**src/rtl/memory_control.sv**
```systemverilog
// Arbitrates dcache and icache accesses onto a single RAM port.
// Three-state grant FSM with a fairness flag and saturating transfer counters.
module memory_control #(
   parameter int CTW = 16
) (
   input  logic           CLK,
   input  logic           nRST,
   input  logic           dREN,
   input  logic           dWEN,
   input  logic [31:0]    daddr,
   input  logic [31:0]    dstore,
   input  logic           iREN,
   input  logic [31:0]    iaddr,
   input  logic [31:0]    ramload,
   input  logic           ramready,
   output logic           dwait,
   output logic [31:0]    dload,
   output logic           iwait,
   output logic [31:0]    iload,
   output logic           ramREN,
   output logic           ramWEN,
   output logic [31:0]    ramaddr,
   output logic [31:0]    ramstore,
   output logic [CTW-1:0] dcount,
   output logic [CTW-1:0] icount
);

   typedef enum logic [1:0] {
      IDLE = 2'd0,
      DACC = 2'd1,
      IACC = 2'd2
   } state_t;

   state_t         state_q, state_d;
   logic           ifair_q, ifair_d;
   logic [31:0]    daddr_q, daddr_d;
   logic [31:0]    dstore_q, dstore_d;
   logic           dwr_q, dwr_d;
   logic [31:0]    iaddr_q, iaddr_d;
   logic [CTW-1:0] dcount_q, dcount_d;
   logic [CTW-1:0] icount_q, icount_d;

   logic dgo, igo, ddone, idone;

   // A pending fairness turn lets the icache jump ahead of the dcache once.
   assign dgo   = (state_q == IDLE) && (dREN || dWEN) && !(ifair_q && iREN);
   assign igo   = (state_q == IDLE) && iREN && !dgo;
   assign ddone = (state_q == DACC) && ramready;
   assign idone = (state_q == IACC) && ramready;

   always_comb begin
      state_d  = state_q;
      ifair_d  = ifair_q;
      daddr_d  = daddr_q;
      dstore_d = dstore_q;
      dwr_d    = dwr_q;
      iaddr_d  = iaddr_q;
      dcount_d = dcount_q;
      icount_d = icount_q;
      unique case (state_q)
         IDLE: begin
            if (dgo) begin
               state_d  = DACC;
               daddr_d  = daddr;
               dstore_d = dstore;
               dwr_d    = dWEN;
            end else if (igo) begin
               state_d = IACC;
               iaddr_d = iaddr;
            end
         end
         DACC: begin
            if (ramready) begin
               state_d = IDLE;
               if (iREN) ifair_d = 1'b1;
            end
         end
         IACC: begin
            if (ramready) begin
               state_d = IDLE;
               ifair_d = 1'b0;
            end
         end
         default: state_d = IDLE;
      endcase
      if (ddone && (dcount_q != '1)) dcount_d = dcount_q + CTW'(1);
      if (idone && (icount_q != '1)) icount_d = icount_q + CTW'(1);
   end

   always_ff @(posedge CLK or negedge nRST) begin
      if (!nRST) begin
         state_q  <= IDLE;
         ifair_q  <= 1'b0;
         daddr_q  <= '0;
         dstore_q <= '0;
         dwr_q    <= 1'b0;
         iaddr_q  <= '0;
         dcount_q <= '0;
         icount_q <= '0;
      end else begin
         state_q  <= state_d;
         ifair_q  <= ifair_d;
         daddr_q  <= daddr_d;
         dstore_q <= dstore_d;
         dwr_q    <= dwr_d;
         iaddr_q  <= iaddr_d;
         dcount_q <= dcount_d;
         icount_q <= icount_d;
      end
   end

   // Completion strobes must track ramready in the same cycle.
   always_comb begin
      dwait    = 1'b1;
      iwait    = 1'b1;
      dload    = '0;
      iload    = '0;
      ramREN   = 1'b0;
      ramWEN   = 1'b0;
      ramaddr  = '0;
      ramstore = '0;
      unique case (state_q)
         DACC: begin
            ramaddr  = daddr_q;
            ramstore = dstore_q;
            ramWEN   = dwr_q;
            ramREN   = !dwr_q;
            if (ramready) begin
               dwait = 1'b0;
               dload = ramload;
            end
         end
         IACC: begin
            ramaddr = iaddr_q;
            ramREN  = 1'b1;
            if (ramready) begin
               iwait = 1'b0;
               iload = ramload;
            end
         end
         default: ;
      endcase
   end

   assign dcount = dcount_q;
   assign icount = icount_q;

endmodule
```
**config.mk**
```make
export PLATFORM = sky130hd
export DESIGN_NAME = memory_control
export DESIGN_NICKNAME = d
export VERILOG_FILES = /design/src/rtl/memory_control.sv
export SDC_FILE = /design/constraint.sdc
export NUM_CORES = 1
export LEC_CHECK = 0
export ABC_AREA = 1
export BUFFER_PORTS_ARGS = -buffer_cell sky130_fd_sc_hd__buf_4
export CORE_UTILIZATION = 54
export CTS_BUF_LIST = sky130_fd_sc_hd__clkbuf_8
export DETAILED_ROUTE_END_ITERATION = 16
export PLACE_DENSITY = 0.92
export SYNTH_ARGS = -nofsm -noshare
export SYNTH_HDL_FRONTEND = slang
export SYNTH_SLANG_ARGS = --single-unit
```
**constraint.sdc**
```tcl
create_clock -name CLK -period 4.2 [get_ports CLK]
set_input_delay 0.84 -clock CLK [delete_from_list [all_inputs] [get_ports CLK]]
set_output_delay 0.84 -clock CLK [all_outputs]
set_load 0.02 [all_outputs]
```
# [After elaboration in Yosys (flattened, before gate mapping)]
# Index checks and enable logic that the tools add are counted.
[word_totals] ff_bits=132 output_inout_bits=164 word_cells=58
[classes] addsub=2 eq_ne=9 muxes=18 n_bitwise=1 reduce_logical=20
[op_table] operator="32-bit two-way mux" count=4
[op_table] operator="32-bit case mux with 2 select lines" count=1
[op_table] operator="16-bit by 1-bit adder with 16-bit output, second input constant" count=2
[op_table] operator="16-bit inequality test, second input constant" count=2
[op_table] operator="1-bit logical AND" count=9
[op_table] operator="1-bit two-way mux" count=7
[op_table] operator="2-bit two-way mux" count=3
[op_table] operator="2-bit inequality test, second input constant" count=3
[op_table] operator="1-bit case mux with 2 select lines" count=2
[op_table] operator="2-bit case mux with 2 select lines" count=1
[op_table] operator="2-bit AND reduction" count=2
[op_table] operator="4-bit AND reduction" count=1
[op_table] operator="1-bit zero test" count=3
[op_table] operator="3-bit inequality test, second input constant" count=1
[op_table] operator="3-bit AND reduction" count=1
[op_table] operator="2-bit by 1-bit equality test with 1-bit output, second input constant" count=1
[op_table] operator="2-bit equality test, second input constant" count=1
[op_table] operator="2-bit zero test" count=1
[op_table] operator="2-bit by 1-bit inequality test with 1-bit output, second input constant" count=1
[op_table] operator="2-bit nonzero test" count=1
[op_table] operator="2-bit OR reduction" count=1
[op_table] operator="1-bit logical OR" count=1
[op_table] operator="1-bit inverter" count=1

# [Longest topological paths before layout]
[logic_depth] depth_word=8 mapped_depth=10 depth_no_buf=9

# [Least setup slack after synthesis]
# Ideal clock, no wire load.
[synth_timing] kind="in2out" start="input port ramready" end="output port iload[22]" arrival_ns=1.689 setup_slack_ns=1.671 stages=3 n_path_buf=1 cell_sequence="nand2_1 > clkbuf_1 > nor2_1"
[synth_between] elab_chain_len=2
[synth_rtl] item="start, declared" line_no="15" source="input logic ramready,"
[synth_rtl] item="32-bit two-way mux" line_no="136" source="if (ramready) begin"
[synth_rtl] item="32-bit two-way mux" line_no="122" source="unique case (state_q)"
[synth_rtl] item="end, declared" line_no="19" source="output logic [31:0] iload,"
# Every way passes these cells.

# [Worst setup path after layout]
[layout_timing] start="register state_q[0]" end="output port ramaddr[8]"
[layout_between] elab_chain_len=2 elab_cells_between_ends=3 cone_classes="2 x eq/ne; 1 x mux"
[layout_rtl] item="start, declared" line_no="34" source="state_t state_q, state_d;"
[layout_rtl] item="start signal, assigned" line_no="101" source="state_q <= state_d;"
[layout_rtl] item="2-bit equality test or 2-bit by 1-bit equality test with 1-bit output (tied branches)" line_no="122"
[layout_rtl] item="32-bit case mux with 2 select lines *" line_no="122"
[layout_rtl] item="end, declared" line_no="22" source="output logic [31:0] ramaddr,"
# Mark *: on every way between the ends. The rest lies on a longest branch, timed or not.

==> reports/results.tsv <==
stage	metric	value	unit
timing	final hold viol count	0	
yosys	flops & latches, synth	132	
timing	unrepaired setup endpoints after global routing	false	
status	status	finished clean	
grt	GRT Util Overall	34.6	%
yosys	warnings from Yosys	0	
place	Placed Cells	1444	
clock_tree	CTS tree	built	
floorplanning	core area	12700	um2
timing	WHS	475	ps
layout	final core occ	76.9	%
layout	Layout area overhead	37.9	%
routing	Avg Vias per Cell	5.18	
worst_setup_path	slowest stage delay, CP	380	ps
clock_tree	H-tree Lvls	4	
floorplanning	width of the chip	116	um
pwr	Cell Pwr Density	585	nW/um2
yosys	synthesized area per cell	6.97	um2
grt	number of global-route vias before repair	7129	
routing	DRC viols	0	
place	HPWL after DPL	15700	um
clock_tree	cell at the root of the clock tree	clkbuf_8	
layout	fraction of layout cells with a size suffix above 1	27.1	%
yosys	post-synthesis sequential area ratio	46.8	%
routing	DR iter-0 viols	727	
yosys	Mapped Area	7060	um2
clock_tree	Hold-fix buffers, CTS	0	
yosys	syn nets	1154	
min_path	worst min-delay path class	reg -> reg	
layout	final instance area	9740	um2
routing	Routed WL	22700	um
floorplanning	Initial Util	55.7	%
worst_setup_path	critical path type	reg -> out	
worst_setup_path	CP max-delay cell	dfrtp_1	
worst_setup_path	most frequent CP cell	buf_4	
routing	WL/cell	15.4	um
timing	setup_tns	0	ps
timing	# setup viols final	0	
clock_tree	Num Clock Sinks	132	
timing	post-route setup slack	917	ps
clock_tree	CTS clk-pin slew, worst paths	70	ps
routing	Initial DRT Pass Iterations	6	
flow_run	max_cap viols	0	
place	routability cong.	0.897	
pwr	peak supply drop	0.380	mV
layout	fillers	938	
grt	global route overflow	0	
place	placed inst area	9360	um2
floorplanning	Die ar.	13500	um2
worst_setup_path	Startpoint Class	register	
worst_setup_path	CP max FO	24	
routing	vias	7644	
grt	initial antenna violation count	1	
timing	max-slew violation count	0	
pwr	Pwr Total	5.70	mW
clock_tree	Clk Latency, worst-skew pair	450	ps
yosys	number of cells produced by synthesis	1014	
floorplanning	# rows	41	
worst_setup_path	cells along the critical path	inv_1 > ha_2 > clkinv_1 > buf_4 > a21oi_1 > buf_4	
place	Post-Place Setup Slack	1140	ps
pwr	leakage	5.65	nW
place	I/O Buffers	297	
worst_setup_path	Arrival @ worst endpoint	2440	ps
floorplanning	Die Ht	116	um
clock_tree	total CTS buffers	17	
timing	Max-slew headroom	16.4	%
timing	Worst-Margin Slew	1250	ps
timing	Tcrit/Tclk final	78.2	%
grt	global-route wire length before repair	35100	um
routing	DRT antenna net count	0	
clock_tree	Resize count post-CTS	0	
floorplanning	IO Pins	298	
clock_tree	clk buf depth	2	
timing	min cycle time layout	3280	ps
layout	# nets final	1431	
clock_tree	post-CTS setup buffer count	0	
timing	fmax	305	MHz
yosys	Yosys cell types	31	
grt	largest net degree at the start of global routing	80	
worst_setup_path	CP Data Required Time	3360	ps
timing	Layout Skew	9.24	ps
worst_setup_path	Worst Setup End Kind	primary output	
layout	Final Non-Filler Cells	1476	
[kinds of logic after synthesis]
family / count (synthesis) / synth area share (%)
compound gates: 46 / 3.37
simple gates: 670 / 38.7
flops: 132 / 46.8
fa+ha+maj: 6 / 1.06
buf+inv: 147 / 8.54
xor+xnor: 13 / 1.61
[state kept, by name, summed over array words and instances, names as in the netlist]
register	flops
icount	16
ifair_q	1
dcount	16
state_q	2
dwr_q	1
iaddr_q	32
daddr_q	32
dstore_q	32
[worst paths after layout]
path | startpoint | end | slack [ps] | cells after the start
setup / recovery | state_q[0] | ramaddr[8] | 920 | 6
hold / removal | daddr_q[19] | daddr_q[19] | 470 | 2
setup reg to reg | state_q[0] | icount[5] | 1370 | 8
hold reg to reg | daddr_q[19] | daddr_q[19] | 470 | 2
max in group asynchronous | nRST | icount[9] | 2700 | 2
min in group asynchronous | nRST | iaddr_q[11] | 550 | 1
[where the power goes]
group	total [mW]	internal (mW)	switching, mW	leakage, nW
sequential	2.08	1.77	0.308	1.68
combinational	2.57	0.868	1.70	3.75
clock	1.04	0.572	0.471	0.219
total	5.70	3.21	2.48	5.65
[cell usage in the layout (no fill, tap or decap)]
cell / count
clkbuf_8: 21
nand3_4: 1
clkinv_1: 1
o21ai_2: 1
and2_1: 1
ha_1: 4
xor2_1: 7
nor2_1: 97
a21oi_1: 32
nand2_2: 2
nand2_4: 1
diode_2: 1
nand4_1: 10
o21ai_0: 12
nand3b_1: 3
nor3_1: 1
nor2_4: 1
clkinv_2: 2
xnor2_1: 6
inv_1: 100
buf_4: 308
nand3_1: 78
dfrtp_1: 132
ha_2: 2
nor2_2: 5
nand4_2: 1
a21oi_2: 1
bufinv_16: 2
inv_2: 2
nor3_4: 1
nand3_2: 2
nand2_1: 466
[synth_stat cells]
| cell | count | share of area (%) |
|---|---|---|
| a21oi_1 | 32 | 2.3 |
| a21oi_2 | 1 | 0.12 |
| and2_1 | 1 | 0.089 |
| buf_1 | 7 | 0.37 |
| buf_2 | 14 | 0.99 |
| buf_4 | 3 | 0.32 |
| buf_6 | 3 | 0.48 |
| clkbuf_1 | 23 | 1.2 |
| clkinv_1 | 1 | 0.053 |
| dfrtp_1 | 132 | 47 |
| ha_1 | 6 | 1.1 |
| inv_1 | 95 | 5.0 |
| inv_2 | 1 | 0.053 |
| nand2_1 | 467 | 25 |
| nand2_2 | 1 | 0.089 |
| nand2_4 | 1 | 0.16 |
| nand3_1 | 78 | 5.5 |
| nand3_2 | 2 | 0.28 |
| nand3_4 | 1 | 0.25 |
| nand3b_1 | 3 | 0.32 |
| nand4_1 | 10 | 0.89 |
| nand4_2 | 1 | 0.18 |
| nor2_1 | 97 | 5.2 |
| nor2_2 | 5 | 0.44 |
| nor2_4 | 1 | 0.16 |
| nor3_1 | 1 | 0.071 |
| nor3_4 | 1 | 0.23 |
| o21ai_0 | 12 | 0.85 |
| o21ai_2 | 1 | 0.12 |
| xnor2_1 | 6 | 0.74 |
| xor2_1 | 7 | 0.87 |
[routing by layer]
| layer | wire [um] | GRT usage (%) | vias up | share of wire [%] |
|---|---|---|---|---|
| met3 | 1920 | 9.44 | 77 | 8.5 |
| met5 | 0 | 0 | - | 0 |
| met4 | 1180 | 21.3 | 0 | 5.2 |
| met1 | 8390 | 40.9 | 3528 | 37 |
| li1 | - | - | 3638 | - |
| met2 | 11200 | 56.2 | 401 | 49 |
[worst max-delay path: cells and delay by family (launching register included)]
family / cells / cell delay (ps)
AO/OA/AOI/OAI: 1 / 270
adder cells (fa/ha/maj): 1 / 320
flip-flops: 1 / 380
buffers and inverters: 4 / 1010
[area by class of cell]
cell class	instances	area (um2)	share of cell area, %
repair buffers	308	2310	23.7
clock buffers	21	289	2.97
well taps	172	215	2.21
flip-flops and latches	132	3300	33.9
clock inverters	10	92.6	0.950
diodes	1	2.50	0.0257
multi-input cells	735	3160	32.5
inverters	97	364	3.74
(Power assumes the default switching activity.)
